<file path="src/rtl/cordic_iter.sv">
// cordic_iter: iterative CORDIC engine (rotation / vectoring), one micro-rotation per clock.
// Define CORDIC_GAIN_COMP_EN to add a 1/K scaling step for unity-gain outputs.
module cordic_iter #(
    parameter int WIDTH = 32,
    parameter int ITERS = 24
) (
    input  logic             clock,
    input  logic             reset,
    input  logic             in_valid,
    output logic             in_ready,
    input  logic             mode,
    input  logic [WIDTH-1:0] x_in,
    input  logic [WIDTH-1:0] y_in,
    input  logic [WIDTH-1:0] angle_in,
    output logic             out_valid,
    input  logic             out_ready,
    output logic [WIDTH-1:0] x_out,
    output logic [WIDTH-1:0] y_out,
    output logic [WIDTH-1:0] angle_out
);
    localparam int DW = WIDTH + 2;
    localparam int IW = $clog2(ITERS + 1);
    localparam logic [WIDTH-1:0] HALF_TURN = {1'b1, {(WIDTH-1){1'b0}}};

    localparam logic [1:0] IDLE   = 2'd0;
    localparam logic [1:0] ROTATE = 2'd1;
`ifdef CORDIC_GAIN_COMP_EN
    localparam logic [1:0] SCALE  = 2'd2;
`endif
    localparam logic [1:0] DONE   = 2'd3;

    // atan(2^-i) as a binary angle, full turn = 2^32
    function automatic logic [31:0] atan32(input int idx);
        case (idx)
            0:  atan32 = 32'h2000_0000;  1:  atan32 = 32'h12E4_051E;
            2:  atan32 = 32'h09FB_385B;  3:  atan32 = 32'h0511_11D4;
            4:  atan32 = 32'h028B_0D43;  5:  atan32 = 32'h0145_D7E1;
            6:  atan32 = 32'h00A2_F61E;  7:  atan32 = 32'h0051_7C55;
            8:  atan32 = 32'h0028_BE53;  9:  atan32 = 32'h0014_5F2F;
            10: atan32 = 32'h000A_2F98;  11: atan32 = 32'h0005_17CC;
            12: atan32 = 32'h0002_8BE6;  13: atan32 = 32'h0001_45F3;
            14: atan32 = 32'h0000_A2FA;  15: atan32 = 32'h0000_517D;
            16: atan32 = 32'h0000_28BE;  17: atan32 = 32'h0000_145F;
            18: atan32 = 32'h0000_0A30;  19: atan32 = 32'h0000_0518;
            20: atan32 = 32'h0000_028C;  21: atan32 = 32'h0000_0146;
            22: atan32 = 32'h0000_00A3;  23: atan32 = 32'h0000_0051;
            24: atan32 = 32'h0000_0029;  25: atan32 = 32'h0000_0014;
            26: atan32 = 32'h0000_000A;  27: atan32 = 32'h0000_0005;
            28: atan32 = 32'h0000_0003;  29: atan32 = 32'h0000_0001;
            30: atan32 = 32'h0000_0001;
            default: atan32 = 32'h0000_0000;
        endcase
    endfunction

    logic [WIDTH-1:0] atan_tab [0:ITERS-1];
    generate
        for (genvar gi = 0; gi < ITERS; gi++) begin : g_atan
            localparam logic [31:0] FULL = atan32(gi);
            assign atan_tab[gi] = FULL[31 -: WIDTH];
        end
    endgenerate

    logic [1:0]              state_reg;
    logic [IW-1:0]           iter_reg;
    logic                    mode_reg;
    logic signed [DW-1:0]    x_reg, y_reg;
    logic [WIDTH-1:0]        z_reg;
    logic [WIDTH-1:0]        x_out_reg, y_out_reg, angle_out_reg;

    assign in_ready  = (state_reg == IDLE) && !reset;
    assign out_valid = (state_reg == DONE);
    assign x_out     = x_out_reg;
    assign y_out     = y_out_reg;
    assign angle_out = angle_out_reg;

    // Quadrant pre-rotation folds the input into the +/-90 degree convergence range
    logic signed [DW-1:0] x_ext, y_ext, x_pre, y_pre;
    logic [WIDTH-1:0]     z_pre;
    logic                 flip;
    always_comb begin
        x_ext = {{2{x_in[WIDTH-1]}}, x_in};
        y_ext = {{2{y_in[WIDTH-1]}}, y_in};
        flip  = mode ? x_in[WIDTH-1] : (angle_in[WIDTH-1] ^ angle_in[WIDTH-2]);
        x_pre = flip ? -x_ext : x_ext;
        y_pre = flip ? -y_ext : y_ext;
        if (mode)
            z_pre = flip ? HALF_TURN : '0;
        else
            z_pre = flip ? (angle_in - HALF_TURN) : angle_in;
    end

    logic [WIDTH-1:0] atan_sel;
    always_comb begin
        atan_sel = '0;
        for (int k = 0; k < ITERS; k++)
            if (iter_reg == IW'(k)) atan_sel = atan_tab[k];
    end

    logic                 dir;
    logic signed [DW-1:0] x_sh, y_sh, x_rot, y_rot;
    logic [WIDTH-1:0]     z_rot;
    always_comb begin
        dir   = mode_reg ? y_reg[DW-1] : ~z_reg[WIDTH-1];
        x_sh  = x_reg >>> iter_reg;
        y_sh  = y_reg >>> iter_reg;
        x_rot = dir ? (x_reg - y_sh) : (x_reg + y_sh);
        y_rot = dir ? (y_reg + x_sh) : (y_reg - x_sh);
        z_rot = dir ? (z_reg - atan_sel) : (z_reg + atan_sel);
    end

`ifdef CORDIC_GAIN_COMP_EN
    localparam real INV_K = 0.6072529350;
    localparam logic [WIDTH-1:0] INV_K_COEF = WIDTH'(longint'(INV_K * (2.0 ** WIDTH)));
    localparam int PW = DW + WIDTH + 1;
    localparam logic signed [PW-1:0] ROUND_HALF = PW'(1) <<< (WIDTH - 1);

    logic signed [PW-1:0] x_prod, y_prod;
    logic signed [DW-1:0] x_scl, y_scl;
    always_comb begin
        x_prod = PW'(x_reg) * PW'($signed({1'b0, INV_K_COEF}));
        y_prod = PW'(y_reg) * PW'($signed({1'b0, INV_K_COEF}));
        x_scl  = DW'((x_prod + ROUND_HALF) >>> WIDTH);
        y_scl  = DW'((y_prod + ROUND_HALF) >>> WIDTH);
    end
`endif

    always_ff @(posedge clock) begin
        if (reset) begin
            state_reg     <= IDLE;
            iter_reg      <= '0;
            mode_reg      <= 1'b0;
            x_reg         <= '0;
            y_reg         <= '0;
            z_reg         <= '0;
            x_out_reg     <= '0;
            y_out_reg     <= '0;
            angle_out_reg <= '0;
        end else begin
            case (state_reg)
                IDLE: begin
                    if (in_valid && in_ready) begin
                        mode_reg  <= mode;
                        x_reg     <= x_pre;
                        y_reg     <= y_pre;
                        z_reg     <= z_pre;
                        iter_reg  <= '0;
                        state_reg <= ROTATE;
                    end
                end
                ROTATE: begin
                    // The pass after the last micro-rotation hands the converged vector on
                    if (iter_reg == IW'(ITERS)) begin
`ifdef CORDIC_GAIN_COMP_EN
                        state_reg     <= SCALE;
`else
                        x_out_reg     <= x_reg[WIDTH-1:0];
                        y_out_reg     <= y_reg[WIDTH-1:0];
                        angle_out_reg <= z_reg;
                        state_reg     <= DONE;
`endif
                    end else begin
                        x_reg    <= x_rot;
                        y_reg    <= y_rot;
                        z_reg    <= z_rot;
                        iter_reg <= iter_reg + IW'(1);
                    end
                end
`ifdef CORDIC_GAIN_COMP_EN
                SCALE: begin
                    x_out_reg     <= x_scl[WIDTH-1:0];
                    y_out_reg     <= y_scl[WIDTH-1:0];
                    angle_out_reg <= z_reg;
                    state_reg     <= DONE;
                end
`endif
                DONE: begin
                    if (out_ready) state_reg <= IDLE;
                end
                default: state_reg <= IDLE;
            endcase
        end
    end
endmodule

</file>
<file path="config.mk">
export PLATFORM = sky130hd
export DESIGN_NAME = cordic_iter
export DESIGN_NICKNAME = d
export VERILOG_FILES = /design/src/rtl/cordic_iter.sv
export SDC_FILE = /design/constraint.sdc
export NUM_CORES = 1
export LEC_CHECK = 0
export BUFFER_PORTS_ARGS = -buffer_cell sky130_fd_sc_hd__clkbuf_2
export CORE_UTILIZATION = 56
export DETAILED_ROUTE_END_ITERATION = 6
export PLACE_DENSITY_LB_ADDON = 0.08
export SLEW_MARGIN = 10
export SYNTH_ARGS = -nofsm -noshare
export SYNTH_HDL_FRONTEND = slang
export SYNTH_SLANG_ARGS = --single-unit
</file>
<file path="constraint.sdc">
create_clock -name clock -period 6.2 [get_ports clock]
set_clock_uncertainty 0.2 [all_clocks]
set_input_delay 0.62 -clock clock [delete_from_list [all_inputs] [get_ports clock]]
set_output_delay 0.62 -clock clock [all_outputs]
set_load 0.01 [all_outputs]
</file>
# --- Word level (Yosys, flattened, before mapping) ---
# Index checks and enable logic that the tools add are counted.
word_totals:
  reg_bits: 204
  input_bits: 101
  elab_cells: 113
classes:
  add_sub_neg: 10
  eq_ne: 30
  shifts: 2
  muxes: 50
  bitwise_logic: 2
  n_reduce_logical: 10
ops:
  columns: ["op", "n"]
  rows:
  - ["$mux 32", 29]
  - ["$mux 34", 8]
  - ["$pmux 34 s2", 2]
  - ["$add 34x34->34", 2]
  - ["$neg 32->34", 2]
  - ["$sshr 34x5->34", 2]
  - ["$sub 34x34->34", 2]
  - ["$pmux 32 s2", 1]
  - ["$eq 5x5->1 const B", 9]
  - ["$eq 5x4->1 const B", 8]
  - ["$add 32x32->32", 1]
  - ["$sub 32x32->32", 1]
  - ["$sub 32x32->32 const B", 1]
  - ["$mux 30", 1]
  - ["$eq 5x3->1 const B", 4]
  - ["$eq 5x2->1 const B", 2]
  - ["$mux 5", 2]
  - ["$pmux 5 s2", 1]
  - ["$mux 2", 3]
  - ["$pmux 2 s3", 1]
  - ["$reduce_and 3->1", 2]
  - ["$add 5x1->5 const B", 1]
  - ["$eq 5x1->1 const B", 1]
  - ["$logic_not 5->1", 1]
  - ["12 further kinds", 17]

# --- Logic depth before layout (Yosys ltp) ---
logic_depth:
  ltp_word: 29
  ltp_mapped: 32

# --- Worst setup path after synthesis ---
# No wires, ideal clock.
synth_timing:
  path_type: "flip-flop to flip-flop"
  start: "register iter_reg[2]"
  end: "register z_reg[31]"
  arrival_time_ns: 6.460
  setup_slack_ns: -0.593
  stages_incl_launch_ff: 33
  path_buffers: 11
  period_less_slack_ns: 6.793
  cell_sequence: "dfxtp_1 > buf_2 > buf_2 > buf_4 > buf_4 > buf_4 > buf_2 > buf_2 > buf_2 > clkbuf_1 > and3_1 > ha_1 > clkbuf_1 > inv_1 > a21oi_1 > a21oi_1 > o21ai_0 > ha_1 > o211a_1 > a41oi_1 > buf_2 > xnor2_1 > ha_1 > a21o_1 > a21o_1 > a221oi_1 > o21a_1 > a21boi_0 > o41ai_1 > o21ai_0 > a221oi_1 > xnor2_1 > o22ai_1"
synth_via:
  elab_chain_cells: 29
  elab_cells_between_ends: 56
  classes_between: "add/sub (2); eq/ne (25); mux (27); reduce/logical (2)"
synth_rtl:
  columns: ["item", "line_no", "source"]
  rows:
  - ["from (decl)", "64", "logic [IW-1:0] iter_reg;"]
  - ["from (signal assigned)", "165", "iter_reg <= iter_reg + IW'(1);"]
  - ["$logic_not 5->1", "96", "if (iter_reg == IW'(k)) atan_sel = atan_tab[k];"]
  - ["$mux 30", "96", null]
  - ["$mux 32 (23 in series)", "96", null]
  - ["$add 32x32->32 / $sub 32x32->32 (equally long branches)", "108", "z_rot = dir ? (z_reg - atan_sel) : (z_reg + atan_sel);"]
  - ["$mux 32", "108", null]
  - ["$mux 32", "152", "if (iter_reg == IW'(ITERS)) begin"]
  - ["$pmux 32 s2", "139", "case (state_reg)"]
  - ["to (signal assigned)", "145", "z_reg <= z_pre;"]
  - ["to (signal assigned)", "164", "z_reg <= z_rot;"]
  - ["to (decl)", "67", "logic [WIDTH-1:0] z_reg;"]
# Parallel ways exist; a longest one is shown, timed or not. The select of a mux whose other input is x is not followed.
# A chain may end at the register's enable or synchronous reset.

# --- Worst setup path in the final report ---
layout_timing:
  start: "register iter_reg[0]"
  end: "register x_reg[33]"
layout_via:
  elab_chain_cells: 5
  elab_cells_between_ends: 9
  classes_between: "add/sub (2); eq/ne (2); shift (1); mux (3); reduce/logical (1)"
layout_rtl:
  columns: ["item", "line_no", "source"]
  rows:
  - ["$sshr 34x5->34", "105", "y_sh = y_reg >>> iter_reg;"]
  - ["$add 34x34->34 / $sub 34x34->34 (equally long branches)", "106", "x_rot = dir ? (x_reg - y_sh) : (x_reg + y_sh);"]
  - ["$mux 34", "106", null]
  - ["$mux 34", "152", null]
  - ["$pmux 34 s2", "139", null]
  - ["to (signal assigned)", "143", "x_reg <= x_pre;"]
  - ["to (signal assigned)", "162", "x_reg <= x_rot;"]
  - ["to (decl)", "66", "logic signed [DW-1:0] x_reg, y_reg;"]
# Parallel ways exist; a longest one is shown, timed or not. The select of a mux whose other input is x is not followed.

==> impl_metrics.tcl <==
set metrics [dict create \
    post_drt_via_cell_ratio 6.95 \
    min-delay-start "angle_in[27]" \
    grt_pass1_vias 24058 \
    vias 25956 \
    cts_num_sinks 204 \
    drt_first_pass_iters 7 \
    grt_pass1_wl_um 145000 \
    die_area_mm2 0.0395 \
    chipHeight_um 199 \
    postSynthAreaPerCell_um2 7.45 \
    violations "DRC" \
    r2r_cells 23 \
    cts_root_buf "clkbuf_16" \
    crit_path_end_kind "flip-flop" \
    synth_warnings 0 \
    place.gp.congestion 1.12 \
    yosysMostFrequentCell "nand2_1" \
    antennaDiodeCount 0 \
    path_max_fanout 12 \
    seq_area_frac_synth_pct 18.8 \
    grt_max_degree 98 \
    drt_iter0_drc 3505 \
    clk_latency_ns 0.57 \
    cp_data_required_time_ns 6.44 \
    irDropWorstVdd_v 0.000300 \
    io_pins 199 \
    whs_endpoint "z_reg[27]" \
    cts_tree "built" \
    cts_buffers 24 \
    rrSetupSlack_ns 0.14 \
    grt_usage_pct 48.3 \
    yosys.area.top_type "dfxtp_1" \
    fin_ws_ns 0.135 \
    status "finished with violations" \
    dp_hpwl_um 74000 \
    start_kind "flip-flop" \
    start_util_pct 57.3 \
    post-place-ws_ns 0.0255 \
    synth_top_area_share_pct 18.8 \
    min_path_type "in -> reg" \
    area_growth_pct 18.3 \
    synth_common_cells "nand2_1, a21oi_1, nor2_1" \
    drcViolationCount 8 \
    holdPathStages 3 \
    cts_buffer_depth 3 \
    synth_edf_count 0 \
    multi_input_area_mm2 0.0168 \
    fin_nets 3416 \
    ys_top_cells_by_area "dfxtp_1, nand2_1, a21oi_1, ha_1, mux4_2" \
    total_leakage_power_nw 10.5 \
    drv_cap 0 \
    fillers 3239 \
    core_mm2 0.0378 \
    ant_nets 0 \
    p_per_area_mw_per_mm2 362 \
    ys_async_sr_fraction_pct 0 \
    io_buffers 198 \
    synthDistinctLibCells 99 \
    grt_overflow 0 \
    hold_violations 0 \
    wirelength_um 97300 \
    rsz0062_at_grt "true" \
    final.setup.tns_ns 0 \
    r2r_start "iter_reg[0]" \
    timing.fmax_mhz 165 \
    regArea_mm2 0.00409 \
    slew_headroom_pct 12.9 \
    wl_per_cell_um 26.1 \
    worst_pin_slew_ns 1.29 \
    antenna_found_initial 2 \
    finalSetupViolations 0 \
    fin_crit_ns 6.06 \
    die_x_um 199 \
    clk_pin_slew_ns 0.07 \
    rows 71 \
    slew_violations 0 \
    synth_seq_cells 204 \
    cp.arrival_ns 6.30 \
    drive_gt1_share_pct 21.8 \
    htree_levels 1 \
    syn_inst 2910 \
    reg2reg_to "x_reg[33]" \
    syn_area_mm2 0.0217 \
    hold_buffers 0 \
    finalCritPeriodShare_pct 97.8 \
    syn_nets 3122 \
    p_total_w 0.00929 \
    yosys_most_used_dff "dfxtp_1" \
    critical_path_class "reg -> reg" \
]
[critical path, stage by stage, from the launching register on]
cell and delay (ns):
dfxtp_4 0.47, buf_4 0.20, buf_12 0.16, mux4_2 0.56, mux2i_2 0.24, a2111oi_0 0.21
buf_4 0.20, a211oi_4 0.22, o2111a_1 0.26, and4bb_2 0.30, and3_4 0.23, nor2_1 0.06
xor2_1 0.17, ha_1 0.30, a21o_1 0.20, a21o_1 0.19, a21oi_1 0.15, o21ai_0 0.14
o21a_1 0.26, a211o_1 0.32, a21o_1 0.19, a21oi_1 0.17, xnor3_1 0.41, o2bb2ai_1 0.13
[layer usage]
metal	GRT usage (%)	up-vias	wire [um]
met5	2.30	-	126
met4	22.3	6	5210
met3	19.6	412	16000
met2	67.1	2047	38600
met1	64.2	12204	37400
li1	-	11287	-
[per-stage QoR]
step                      hold slack, ns  utilization, %  area [um^2]  instances
final                              0.134            67.8        25700       3732
after detailed placement           0.246            64.9        24600       3682
after floorplan                    0.232               -        21700       2910
after global placement             0.241            64.9        24600       3682
after global routing               0.157            67.8        25700       3732
after CTS                          0.128            67.1        25400       3725
[area by class of cell]
type,count,area share (%)
Clock buffer,32,2.65
Tap cell,511,2.49
Sequential cell,204,16.0
Clock inverter,11,0.614
Inverter,55,0.804
Timing Repair Buffer,462,12.0
Multi-Input combinational cell,2457,65.4
[cells by family (layout without fill, tap and decap cells)]
kind of cell | after synthesis | in the layout | share of synthesized area (%)
AND/OR/NAND/NOR | 1039 | 1039 | 21.9
AO/OA/AOI/OAI | 917 | 917 | 27.4
buffers and inverters | 249 | 560 | 4.97
XOR/XNOR | 226 | 226 | 9.19
flip-flops | 204 | 204 | 18.8
multiplexers | 164 | 164 | 11.2
adder cells (fa/ha/maj) | 111 | 111 | 6.51
[where the power goes]
group / internal [W] / switching [W] / total, W
clock network: 0.000900 / 0.000640 / 0.00154
registers: 0.00143 / 0.000324 / 0.00175
logic: 0.00250 / 0.00349 / 0.00600
total: 0.00483 / 0.00446 / 0.00929
[layout by cell type, fill, tap and decap left out, types with 21 or more instances in the layout]
| cell | instances |
|---|---|
| a211oi_1 | 46 |
| a21o_1 | 41 |
| a21oi_1 | 312 |
| a31oi_1 | 25 |
| buf_4 | 255 |
| clkbuf_16 | 24 |
| clkbuf_2 | 197 |
| dfxtp_1 | 198 |
| ha_1 | 106 |
| inv_1 | 54 |
| mux2_2 | 39 |
| mux2i_1 | 56 |
| mux4_2 | 57 |
| nand2_1 | 447 |
| nand2b_1 | 29 |
| nand3_1 | 51 |
| nor2_1 | 248 |
| nor2b_1 | 21 |
| nor3_1 | 77 |
| o211ai_1 | 45 |
| o21a_1 | 26 |
| o21ai_0 | 142 |
| o22ai_1 | 42 |
| o31ai_1 | 25 |
| or3_1 | 21 |
| xnor2_1 | 118 |
| xor2_1 | 105 |
[worst max path at each step]
stage | startpoint | to | slack (ns)
final | iter_reg[0] | x_reg[33] | 0.14
after global routing | iter_reg[0] | x_reg[30] | -0.06
after CTS | iter_reg[0] | x_reg[32] | 0.01
after detailed placement | iter_reg[0] | x_reg[33] | 0.03
after global placement | iter_reg[0] | x_reg[33] | 0.14
after floorplan | iter_reg[2] | z_reg[31] | 0.003
[repair_timing]
action	4_1_cts	5_1_grt
pin swaps	0	8
endpoints found under the setup margin	1	36
gates resized for setup	1	50
buffers inserted	0	7
cloned	0	0
No activity file was read; power rests on OpenSTA's default activity.
